<file path="src/rtl/glyph.sv">
// Text-mode hex glyph renderer: maps the beam position on a 640x480 raster to
// the font row of its 8x8 cell and the pixel bit under the beam, one clock later.
module glyph #(
  parameter int H_ACTIVE = 640,
  parameter int V_ACTIVE = 480
) (
  input  logic       clk,
  input  logic       reset,
  input  logic [9:0] vertical,
  input  logic [9:0] horizontal,
  output logic       pix,
  output logic [7:0] bitmap
);

  // One 64-bit word per glyph, row 0 in the top byte.
  localparam logic [63:0] FONT [0:15] = '{
    64'h3C666E7666663C00,
    64'h1838181818187E00,
    64'h3C66060C30607E00,
    64'h3C66061C06663C00,
    64'h0C1C3C6C7E0C0C00,
    64'h7E607C0606663C00,
    64'h1C30607C66663C00,
    64'h7E060C1830303000,
    64'h3C66663C66663C00,
    64'h3C66663E060C3800,
    64'h183C66667E666600,
    64'h7C66667C66667C00,
    64'h3C66606060663C00,
    64'h786C6666666C7800,
    64'h7E60607C60607E00,
    64'h7E60607C60606000
  };

  logic [3:0]  code;
  logic [2:0]  row;
  logic [2:0]  col;
  logic [63:0] glyph_word;
  logic [7:0]  row_bits;
  logic        visible;

  // Only the low 4 bits of cx + cy matter, so the sum is formed on 4 bits.
  assign code       = horizontal[6:3] + vertical[6:3];
  assign row        = vertical[2:0];
  assign col        = horizontal[2:0];
  assign glyph_word = FONT[code];
  assign row_bits   = glyph_word[{~row, 3'b000} +: 8];
  assign visible    = (32'(horizontal) < H_ACTIVE) && (32'(vertical) < V_ACTIVE);

  always_ff @(posedge clk) begin
    if (reset) begin
      bitmap <= 8'h00;
      pix    <= 1'b0;
    end else if (!visible) begin
      bitmap <= 8'h00;
      pix    <= 1'b0;
    end else begin
      bitmap <= row_bits;
      pix    <= row_bits[~col];
    end
  end

endmodule

</file>
<file path="config.mk">
export PLATFORM = sky130hd
export DESIGN_NAME = glyph
export DESIGN_NICKNAME = d
export VERILOG_FILES = /design/src/rtl/glyph.sv
export SDC_FILE = /design/constraint.sdc
export NUM_CORES = 1
export LEC_CHECK = 0
export CAP_MARGIN = 10
export CORE_MARGIN = 2
export CORE_UTILIZATION = 53
export CTS_CLUSTER_SIZE = 8
export DETAILED_ROUTE_END_ITERATION = 10
export PLACE_DENSITY = 0.79
export RECOVER_POWER = 50
export SYNTH_ARGS = -nofsm -noshare
export SYNTH_HDL_FRONTEND = slang
export SYNTH_SLANG_ARGS = --single-unit
</file>
<file path="constraint.sdc">
create_clock -name clk -period 4.4 [get_ports clk]
set_clock_uncertainty 0.2 [all_clocks]
set_input_delay 0.88 -clock clk [delete_from_list [all_inputs] [get_ports clk]]
set_output_delay 0.88 -clock clk [all_outputs]
set_load 0.02 [all_outputs]
</file>
== Word level (Yosys, flattened, before mapping) ==
Memory sizes are Yosys's and may differ from the RTL's.
Index checks and enable logic that the tools add are counted.

* Register bits after elaboration: 9
* Memory bits (read-only): 1024
* Input port bits: 22
* Output and inout bits: 9
* Word-level logic and storage cells: 19
* Memories: 1

{| class="wikitable"
|+ Memories
! memory !! depth !! bits a word !! rd ports !! clocked after Yosys merged registers in !! wr ports !! line !! source
|-
| (no name shown) || 16 || 64 || 1 || 0 || 0 || 46 || <nowiki>assign glyph_word = FONT[code];</nowiki>
|}

* $add $sub $neg: 1
* Order comparisons: 4
* Shifts and indexed selects: 1
* Mux-type cells: 4
* Bitwise gates (word level): 4
* Reductions and logical operators: 2

{| class="wikitable"
|+ Operator list
! cell !! count
|-
| two-way mux 64 bit || 2
|-
| variable part select 64 x 7 -> 8 bit || 1
|-
| < comparator 10 bit, second input constant || 1
|-
| < comparator 10 x 9 -> 1 bit, second input constant || 1
|-
| NOT 3 bit || 2
|-
| greater-or-equal comparator 5 bit, second input constant || 1
|-
| NOT 4 -> 5 bit || 1
|-
| adder 4 bit || 1
|-
| < comparator 3 x 4 -> 1 bit, second input constant || 1
|-
| binary-select mux 1 bit (select 3 bit) || 1
|-
| OR reduction 2 bit || 1
|-
| logical AND 1 bit || 1
|-
| two-way mux 1 bit || 1
|-
| NOT 1 bit || 1
|}

== Depth between registers and ports, before layout ==
Gate-level depths: netlist of the first run.

* Word-level depth: 8
* Depth in mapped cells: 13
* Mapped depth without buffers: 12

== Least setup slack after synthesis of the first run ==
No wires, ideal clock.

* Path type: input-to-reg
* Start point: in vertical[3]
* End point: reg pix
* Library setup time: 127 ps
* Arrival: 3283 ps
* Data required time: 4073 ps
* Path slack: 790 ps
* Stages on the path: 12
* Buffers on the path: 1
* Cell sequence: ha_1 -> fa_1 -> buf_2 -> inv_1 -> ha_1 -> mux2_2 -> nor3_1 -> o22ai_1 -> a311oi_1 -> a211oi_1 -> a31oi_1 -> a22oi_1

* Cells in the longest elaborated chain, start to end: 8

{| class="wikitable"
|+ RTL lines
! element !! line !! source
|-
| from (decl) || 9 || <nowiki>input logic [9:0] vertical,</nowiki>
|-
| adder 4 bit || 43 || <nowiki>assign code = horizontal[6:3] + vertical[6:3];</nowiki>
|-
| NOT 4 -> 5 bit (implied by the code) || 46 ||
|-
| memory (16 x 64 bit) || -- ||
|-
| two-way mux 64 bit (implied by the code) (2 in a row) || 46 ||
|-
| variable part select 64 x 7 -> 8 bit || 47 || <nowiki>assign row_bits = glyph_word[{~row, 3'b000} +: 8];</nowiki>
|-
| binary-select mux 1 bit (select 3 bit) || 59 || <nowiki>pix <= row_bits[~col];</nowiki>
|-
| two-way mux 1 bit (implied by the code) || 59 ||
|-
| to (signal assigned) || 59 ||
|-
| to (decl) || 11 || <nowiki>output logic pix,</nowiki>
|}

Several ways; a longest one is shown, not always the timed one. The select of a mux whose other input is x is not followed.
A chain may end at the register's enable or synchronous reset.

== Worst setup path in the final report of the first run ==
* Start point: in vertical[5]
* End point: reg pix

The elaborated chain is that of the path after synthesis.

==> results of run 1 <==
layout make-up:
type	count	share of cell area, %
Timing Repair Buffer	43	20.7
Tap cell	33	2.05
Inverter	6	1.12
Clock buffer	4	1.30
Sequential cell	7	6.95
Multi-Input combinational cell	199	67.8
cell usage after synthesis, types with 2 or more instances:
cell	count
nor3_1	9
and3_1	3
buf_4	6
a31oi_1	5
o21ai_1	2
a41oi_1	2
o211ai_1	9
mux2i_1	4
buf_6	2
dfxtp_1	7
o2111ai_1	4
ha_1	11
nand4_1	4
o31ai_1	3
nand2_1	18
a21oi_2	3
a21oi_1	15
a311oi_1	4
o21ai_0	9
buf_2	6
a2111oi_0	2
xnor2_1	3
nand2b_1	6
nand3_1	9
a221oi_1	3
a211oi_1	9
a211o_1	2
a21o_1	4
inv_1	5
clkbuf_1	6
nor2_1	22
power breakdown:
group	internal [W]	switching (W)
clock network	0.0000345	0.0000227
registers	0.0000672	0.000000577
logic	0.000148	0.000223
flip-flops by register name (all words and copies together) (netlist names):
signal / flops
pix: 1
bitmap: 6
stage by stage:
stage	hold slack [ns]	power [W]
2_1_floorplan	0.844	0.000318
6_report	1.15	0.000496
4_1_cts	1.13	0.000485
5_1_grt	1.15	0.000524
3_3_place_gp	1.37	0.000431
3_5_place_dp	1.39	0.000426
cells in the final DEF (no fill, tap or decap), types with 2 or more instances in the layout:
cell type / instances
buf_12: 2
conb_1: 2
nand3_1: 9
a21oi_2: 3
dfxtp_1: 7
a221oi_1: 3
a211oi_1: 9
xnor2_1: 3
mux2i_1: 4
buf_4: 13
a31oi_1: 5
nand2_1: 18
o31ai_1: 3
and3_1: 3
o21ai_1: 2
clkdlybuf4s50_1: 21
a311oi_1: 4
inv_1: 5
a21o_1: 4
o211ai_1: 9
a21oi_1: 15
clkbuf_4: 3
ha_1: 11
nor3_1: 9
nand2b_1: 6
a41oi_1: 2
nor2_1: 22
o21ai_0: 9
o2111ai_1: 4
a211o_1: 2
nand4_1: 4
a2111oi_0: 2
dlygate4sd3_1: 7
routing by layer:
layer	wire length [um]	global-route usage (%)	up-vias	part of all wire [%]
met1	2270	44.8	906	39
met4	207	15.2	0	3.6
met2	2570	53.0	181	44
li1	-	-	941	-
met3	733	4.98	30	13
met5	0	0	-	0
cells by family after synthesis:
family | Yosys count | synth area share, %
mux | 5 | 3.12
fa+ha+maj | 12 | 9.57
simple gates | 85 | 26.4
buf+inv | 26 | 8.66
compound gates | 89 | 39.4
xor+xnor | 6 | 4.10
flops | 7 | 8.51
other cells | 1 | 0.228
worst max-delay path, cell delays in order:
cell and delay [ns]:
clkdlybuf4s50_1 0.44, ha_1 0.47, nand3_2 0.21, a21oi_2 0.59, buf_4 0.28, a2111oi_0 0.08, o22ai_1 0.26, o21ai_1 0.09
a211oi_1 0.33, a31oi_1 0.14, a22oi_1 0.16
path summary, 6_finish.rpt:
kind  cells after the start  slack [ns]  end          start
max                      11        0.45  pix    vertical[5]
min                       3        1.15  pix  horizontal[2]
==> reports/qor.csv, run 1 <==
stage,metric,value,unit
floorplanning,initial core utilization,54.8,%
setup_path,maximum fanout along the worst path,13,
pwr,leakage power,0.772,nW
place,placed insts,288,
yosys,sequential area share after synthesis,8.51,%
sta,final worst setup slack,0.446,ns
layout,Multi-input gate area,1370,um^2
global_route,Total Routing Usage GR,33.6,%
yosys,"FFs w/ async S/R, synth",0,%
hold_path,worst hold path class,in2reg,
yosys,synthesized instance count,231,
sta,Peak Freq,0.253,GHz
sta,final number of setup-violating endpoints,0,
layout,FF/Latch Area,140,um^2
yosys,Synth top area share,8.51,%
sta,slew margin rel.,56.1,%
clock_network,Post-CTS Setup Bufs,0,
layout,final non-filler cell area,2020,um^2
floorplanning,total die area,3570,um^2
global_route,first-pass GRT wire length,9080,um
floorplanning,die height,59.7,um
clock_network,Post-CTS Hold Buffers,0,
yosys,count of cell types in the netlist,65,
clock_network,clk sinks,7,
layout,area grow syn2layout,22.4,%
clock_network,Num CTS Buffers,3,
global_route,largest net degree at the start of global routing,28,
place,worst slack at placement,0.258,ns
layout,"non-filler cells, final",292,
sta,Fin. Hold Viols,0,
place,GPL Wtd Cong,1.11,
clock_network,H-tree depth,1,
setup_path,crit end category,register,
floorplanning,Rows,20,
drt,Post-DRT Antenna Nets,0,
clock_network,post_cts resized,0,
layout,n_diodes,0,
sta,RSZ-0062 raised after global routing,false,
sta,Pins Over Slew Limit,0,
clock_network,root buffer cell,clkbuf_4,
pwr,VDD IR max,0.000135,V
yosys,"EDFF count, synth",0,
place,DP HPWL,4240,um
setup_path,CP arrival,3.93,ns
global_route,initial antenna violation count,0,
run_status,status,finished clean,
clock_network,clk buf depth,2,
floorplanning,I/O pin count,31,
layout,final core occ,67.1,%
global_route,vias in the first global route,1867,
drt,mean routed wirelength per cell,19.8,um
layout,layout cells sized above 1,13.5,%
global_route,grt total ovfl,0,
drt,via count,2058,
clock_network,"Clk pin slew, worst setup/hold paths",0.05,ns
yosys,"Cell Area, Synth",1650,um^2
sta,post-route setup TNS,0,ns
run,Max Cap Violations,0,
floorplanning,Die Wd,59.7,um
yosys,"area leader, netlist",dfxtp_1,
clock_network,TritonCTS clock tree,done,
yosys,"Primary FF master, synth",dfxtp_1,
layout,nets,294,
sta,Tightest Pin Transition,0.659,ns
setup_path,Worst setup SP type,input port,
drt,DRT Pass-1 Iters,5,
pwr,power per cell area,246,nW/um^2
place,placed cell area,1990,um^2
place,port bufs,28,
yosys,Yosys reg bits,7,
sta,crit share post-route,89.9,%
drt,Via density,7.05,
drt,Routed WL,5770,um
drt,Initial DRC Count,196,
yosys,largest cells by area after synthesis,"dfxtp_1 (8.5%), ha_1 (8.4%), nor2_1 (5.0%), a21oi_1 (4.6%), a211oi_1 (4.1%)",
yosys,syn_area_per_cell,7.13,um^2
layout,Fillers,276,
sta,post-layout min period,3.95,ns
setup_path,WS Path Type,in2reg,
yosys,YS warnings,0,
floorplanning,core area,3000,um^2
drt,DRC,0,
setup_path,critical path required time,4.37,ns
(Power assumes the default switching activity.)
==> run 2, diff against run 1 <==
Settings changed: CORE_MARGIN 2 to unset, CTS_BUF_LIST set to sky130_fd_sc_hd__clkbuf_8.
==> run 2 against run 1 <==
  * Sequential cell count stayed put
  * Clock power is 59% higher
  * Critical endpoint unchanged
  * Worst hold slack worse by 0.014 ns
  * Die area is 6.6% lower
  * The run now ends with DRC left
  * Design area is 0.19% higher
  * Total power is 4.7% higher
  * Highest routed layer unchanged
==> reports/qor.csv, run 2 (synthesized netlist as in run 1, its figures left out) <==
stage,metric,value,unit,change
place,port bufs,28,,unchanged
pwr,power per cell area,257,nW/um^2,was 246 nW/um^2
layout,most flop-heavy register,bitmap,,unchanged
setup_path,maximum fanout along the worst path,14,,was 13
sta,RSZ-0062 raised after global routing,false,,unchanged
clock_network,Post-CTS Hold Buffers,0,,unchanged
drt,DRC,5,,was 0
run_status,failing checks,DRC,,
sta,slew margin rel.,52.1,%,was 56.1%
place,GPL Wtd Cong,1.02,,was 1.11
layout,area grow syn2layout,22.6,%,was 22.4%
global_route,initial antenna violation count,0,,unchanged
setup_path,CP max-delay cell,a21oi_2,,unchanged
pwr,net switching power,0.000247,W,was 0.000246 W
setup_path,CP cell instances,"clkdlybuf4s50_1, ha_1, nand3_2, a21oi_2, buf_4, nor3_1, a2111o_1, o311ai_1, o2111ai_1, and3_1, a22oi_1",,"was clkdlybuf4s50_1, ha_1, nand3_2, a21oi_2, buf_4, a2111oi_0, o22ai_1, o21ai_1, a211oi_1, a31oi_1, a22oi_1"
clock_network,Post-CTS Setup Bufs,0,,unchanged
pwr,Flop pwr share,13.1,%,was 13.7%
pwr,Int Pwr,0.000272,W,was 0.000249 W
drt,mean routed wirelength per cell,18.2,um,was 19.8 um
layout,max reg flops,6,,unchanged
global_route,Total Routing Usage GR,33.5,%,was 33.6%
clock_network,clk sinks,7,,unchanged
clock_network,H-tree depth,1,,unchanged
setup_path,crit end category,register,,unchanged
drt,via count,2022,,was 2058
sta,post-route setup TNS,0,ns,unchanged
place,DP HPWL,3880,um,was 4240 um
sta,Pins Over Slew Limit,0,,unchanged
pwr,sw frac,47.6,%,was 49.7%
sta,Peak Freq,0.245,GHz,was 0.253 GHz
pwr,Clk pwr share,17.5,%,was 11.5%
setup_path,critical path required time,4.35,ns,was 4.37 ns
layout,nets,294,,unchanged
setup_path,Worst setup SP type,input port,,unchanged
hold_path,worst hold path class,in2reg,,unchanged
floorplanning,I/O pin count,31,,unchanged
pwr,leakage power,0.779,nW,was 0.772 nW
clock_network,"Clk pin slew, worst setup/hold paths",0.04,ns,was 0.05 ns
clock_network,TritonCTS clock tree,done,,unchanged
run,Max Cap Violations,0,,unchanged
clock_network,Num CTS Buffers,3,,unchanged
layout,"non-filler cells, final",290,,was 292
layout,n_diodes,0,,unchanged
layout,most frequent cells in the layout,"nor2_1 (22), clkdlybuf4s50_1 (21), nand2_1 (18)",,unchanged
floorplanning,die height,57.7,um,was 59.7 um
sta,Fin. Hold Viols,0,,unchanged
pwr,combinational share of power,69.4,%,was 74.8%
sta,Tightest Pin Transition,0.719,ns,was 0.659 ns
setup_path,CP arrival,4.02,ns,was 3.93 ns
sta,post-layout min period,4.08,ns,was 3.95 ns
sta,crit share post-route,92.7,%,was 89.9%
global_route,first-pass GRT wire length,8740,um,was 9080 um
floorplanning,core area,2850,um^2,was 3000 um^2
clock_network,root buffer cell,clkbuf_8,,was clkbuf_4
floorplanning,Die Wd,57.7,um,was 59.7 um
sta,worst hold slack,1.14,ns,was 1.15 ns
global_route,grt total ovfl,0,,unchanged
clock_network,clk buf depth,2,,unchanged
layout,biggest regs,"bitmap x6, pix x1",,unchanged
pwr,VDD IR max,0.000131,V,was 0.000135 V
setup_path,Crit path largest cell delay,0.63,ns,was 0.59 ns
global_route,largest net degree at the start of global routing,23,,was 28
run_status,status,finished with violations,,was finished clean
hold_path,Hold Crit Endpoint,pix,,unchanged
drt,Initial DRC Count,242,,was 196
sta,final number of setup-violating endpoints,0,,unchanged
drt,Post-DRT Antenna Nets,0,,unchanged
floorplanning,initial core utilization,57.7,%,was 54.8%
layout,"commonest non-fill, non-tap cell in the layout",nor2_1,,unchanged
layout,layout cells sized above 1,13.5,%,unchanged
floorplanning,Rows,19,,was 20
hold_path,worst hold stages,3,,unchanged
global_route,vias in the first global route,1774,,was 1867
place,placed insts,286,,was 288
hold_path,hold path startpoint,horizontal[0],,was horizontal[2]
clock_network,post_cts resized,0,,unchanged
floorplanning,total die area,3330,um^2,was 3570 um^2
setup_path,WS Path Type,in2reg,,unchanged
drt,DRT Pass-1 Iters,8,,was 5
drt,Routed WL,5280,um,was 5770 um
drt,Via density,6.97,,was 7.05
==> run 2: worst max path at each step <==
stage,start,endpoint,slack (ns),cells after the start
after detailed placement,vertical[5],pix,0.18,11
after CTS,vertical[5],pix,0.40,11
after global routing,vertical[5],pix,0.17,11
final,vertical[5],pix,0.32,11
after global placement,vertical[5],pix,0.18,11
after floorplan,vertical[3],pix,0.79,12
==> run 2: cell type report <==
class / instances / area (um^2)
Clock buffer: 3 / 41.3
Clock inverter: 1 / 3.75
Fill cell: 258 / 833
Inverter: 6 / 22.5
Multi-Input combinational cell: 199 / 1370
Sequential cell: 7 / 140
Tap cell: 31 / 38.8
Timing Repair Buffer: 43 / 405
==> run 2: per-stage QoR <==
| stage | util [%] | setup WS [ns] | area, um^2 | total power (W) |
|---|---|---|---|---|
| floorplan | - | 0.790 | 1650 | 0.000318 |
| global placement | 69.2 | 0.181 | 1970 | 0.000415 |
| detailed placement | 69.2 | 0.176 | 1970 | 0.000416 |
| CTS | 70.8 | 0.402 | 2020 | 0.000508 |
| global route | 70.8 | 0.174 | 2020 | 0.000548 |
| finish | 70.8 | 0.323 | 2020 | 0.000519 |
==> run 2: power by group through the flow <==
stage	sequential, W	clock [W]	combinational (W)
after floorplan	0.0000742	0	0.000243
after global placement	0.0000693	0	0.000345
after detailed placement	0.0000694	0	0.000347
after CTS	0.0000684	0.0000913	0.000349
after global routing	0.0000683	0.0000943	0.000385
final	0.0000681	0.0000908	0.000360
==> run 2: metal layers <==
metal  vias to the layer above  GRT usage (%)  wire [um]
li1                        943              -          -
met5                         -              0          0
met1                       889           46.6       2080
met3                        20           6.03        773
met2                       170           50.8       2270
met4                         0           14.3        155
==> run 2: critical path, delay by kind of cell <==
kind            cells  cell delay [ns]
compound gates      5             1.50
buf+inv             2             0.73
simple gates        3             0.45
fa+ha+maj           1             0.46
==> run 3, diff against run 2 <==
Settings changed: REMOVE_ABC_BUFFERS set to 1.
Clock period 4.4 ns to 5.2 ns, I/O delays scaled along.
==> run 3 against run 2 <==
  * The flow still finishes with violations (DRC)
  * Worst setup slack gained 0.52 ns
  * Via count shrank 1.1%
  * First-iteration DRC count down 24%
  * Worst hold slack better by 0.17 ns
  * Routed wire length increased by 1.9%
  * Utilization decreased by 2.5 points
  * Non-clock buffer count shrank 8
  * Final cell count decreased by 2.8%
  * Count of clock-buffer cells in the layout unchanged
  * Total power fell by 18%
  * Design area fell by 3.6%
  * Clock power is 19% lower
  * Critical endpoint unchanged
  * Largest cell class unchanged
==> reports/qor.csv, run 3 (synthesized netlist as in run 1, its figures left out) <==
stage,metric,value,unit,change
sta,post-route setup TNS,0,ns,unchanged
setup_path,CP cell instances,"clkdlybuf4s50_1, ha_1, a21oi_2, a21oi_2, buf_4, nor2_2, a221oi_1, nor4b_2, a211oi_1, o21ai_0, a22oi_1",,"was clkdlybuf4s50_1, ha_1, nand3_2, a21oi_2, buf_4, nor3_1, a2111o_1, o311ai_1, o2111ai_1, and3_1, a22oi_1"
run_status,failing checks,DRC,,unchanged
drt,DRC,3,,was 5
clock_network,clk sinks,7,,unchanged
drt,Routed WL,5370,um,was 5280 um
layout,most flop-heavy register,bitmap,,unchanged
clock_network,"Clk pin slew, worst setup/hold paths",0.04,ns,about the same
clock_network,H-tree depth,1,,unchanged
clock_network,clk buf depth,2,,unchanged
pwr,leakage power,0.736,nW,was 0.779 nW
layout,n_diodes,0,,unchanged
setup_path,WP buf/inv,2,,unchanged
sta,Peak Freq,0.229,GHz,
drt,via count,2000,,was 2022
sta,crit share post-route,83.8,%,
setup_path,Crit path largest cell delay,0.62,ns,was 0.63 ns
sta,RSZ-0062 raised after global routing,false,,unchanged
place,GPL Wtd Cong,1.02,,about the same
setup_path,Worst setup SP type,input port,,unchanged
hold_path,worst hold stages,3,,unchanged
drt,Post-DRT Antenna Nets,0,,unchanged
floorplanning,die height,57.7,um,unchanged
layout,max reg flops,6,,unchanged
sta,Pins Over Slew Limit,0,,unchanged
drt,Initial DRC Count,185,,was 242
drt,DRT Pass-1 Iters,8,,unchanged
layout,layout cells sized above 1,10.8,%,was 13.5%
hold_path,hold path startpoint,horizontal[0],,unchanged
global_route,grt total ovfl,0,,unchanged
setup_path,CP most frequent cell,a21oi_2,,
drt,Via density,7.09,,was 6.97
clock_network,TritonCTS clock tree,done,,unchanged
layout,biggest regs,"bitmap x6, pix x1",,unchanged
clock_network,Num CTS Buffers,3,,unchanged
floorplanning,initial core utilization,57.7,%,unchanged
global_route,largest net degree at the start of global routing,23,,unchanged
global_route,initial antenna violation count,0,,unchanged
sta,Tightest Pin Transition,0.778,ns,was 0.719 ns
pwr,VDD IR max,0.000105,V,was 0.000131 V
sta,final number of setup-violating endpoints,0,,unchanged
run,Max Cap Violations,0,,unchanged
floorplanning,total die area,3330,um^2,unchanged
layout,most frequent cells in the layout,"nor2_1 (22), clkdlybuf4s50_1 (21), nand2_1 (18)",,unchanged
drt,mean routed wirelength per cell,19.1,um,was 18.2 um
setup_path,crit end category,register,,unchanged
sta,slew margin rel.,48.1,%,was 52.1%
setup_path,maximum fanout along the worst path,17,,was 14
clock_network,root buffer cell,clkbuf_8,,unchanged
pwr,power per cell area,219,nW/um^2,was 257 nW/um^2
global_route,Total Routing Usage GR,33.4,%,was 33.5%
setup_path,CP max-delay cell,nor2_2,,was a21oi_2
global_route,vias in the first global route,1782,,was 1774
hold_path,Hold Crit Endpoint,pix,,unchanged
floorplanning,Rows,19,,unchanged
layout,"commonest non-fill, non-tap cell in the layout",nor2_1,,unchanged
setup_path,CP arrival,4.26,ns,was 4.02 ns
layout,nets,286,,was 294
layout,area grow syn2layout,18.2,%,was 22.6%
pwr,total power,0.000426,W,was 0.000519 W
floorplanning,Die Wd,57.7,um,unchanged
clock_network,Post-CTS Hold Buffers,0,,unchanged
global_route,first-pass GRT wire length,8620,um,was 8740 um
layout,final core occ,68.2,%,was 70.8%
run_status,status,finished with violations,,unchanged
place,DP HPWL,3860,um,was 3880 um
clock_network,Post-CTS Setup Bufs,0,,unchanged
floorplanning,core area,2850,um^2,unchanged
floorplanning,I/O pin count,31,,unchanged
setup_path,family with the most delay on the worst path,compound AO/OA/AOI/OAI gates,,unchanged
layout,Fillers,249,,was 258
clock_network,post_cts resized,0,,unchanged
sta,post-layout min period,4.36,ns,
sta,Fin. Hold Viols,0,,unchanged
hold_path,worst hold path class,in2reg,,unchanged
setup_path,critical path required time,5.10,ns,was 4.35 ns
place,port bufs,28,,unchanged
setup_path,WS Path Type,in2reg,,unchanged
## run 3: cell count changes in the layout (fill, tap and decap cells not counted), sizes merged
cell / change
buf: -8
## run 3: layout make-up
class,count,area (um^2),area share [%]
Timing Repair Buffer,35,333,17.1
Inverter,6,22.5,1.16
Clock inverter,1,3.75,0.193
Sequential cell,7,140,7.20
Clock buffer,3,41.3,2.12
Tap cell,31,38.8,1.99
Multi-Input combinational cell,199,1370,70.2
## run 3: stage by stage
step	hold slack, ns	cells	instance area, um^2	setup slack [ns]
after CTS	1.30	282	1950	0.920
after detailed placement	1.52	278	1900	0.687
after global routing	1.32	282	1950	0.607
after floorplan	1.00	212	1530	1.09
final	1.31	282	1950	0.840
after global placement	1.54	278	1900	0.664
## run 3: how the worst max path moves through the flow
stage / end / cells past startpoint / from / slack, ns
5_1_grt: pix / 11 / vertical[5] / 0.61
4_1_cts: pix / 11 / vertical[5] / 0.92
3_3_place_gp: pix / 11 / vertical[5] / 0.66
3_5_place_dp: pix / 11 / vertical[5] / 0.69
2_1_floorplan: pix / 10 / vertical[3] / 1.09
6_report: pix / 11 / vertical[5] / 0.84
## run 3: routing by layer
metal | global-route usage, % | wire length (um)
met1 | 45.3 | 2220
met2 | 52.0 | 2290
met3 | 5.80 | 672
met4 | 15.0 | 184
met5 | 0 | 0
## run 3: power breakdown
group / total, W / switching [W] / internal [W]
clock network: 0.0000731 / 0.0000222 / 0.0000509
registers: 0.0000575 / 0.000000464 / 0.0000571
logic: 0.000295 / 0.000185 / 0.000110
total: 0.000426 / 0.000208 / 0.000218
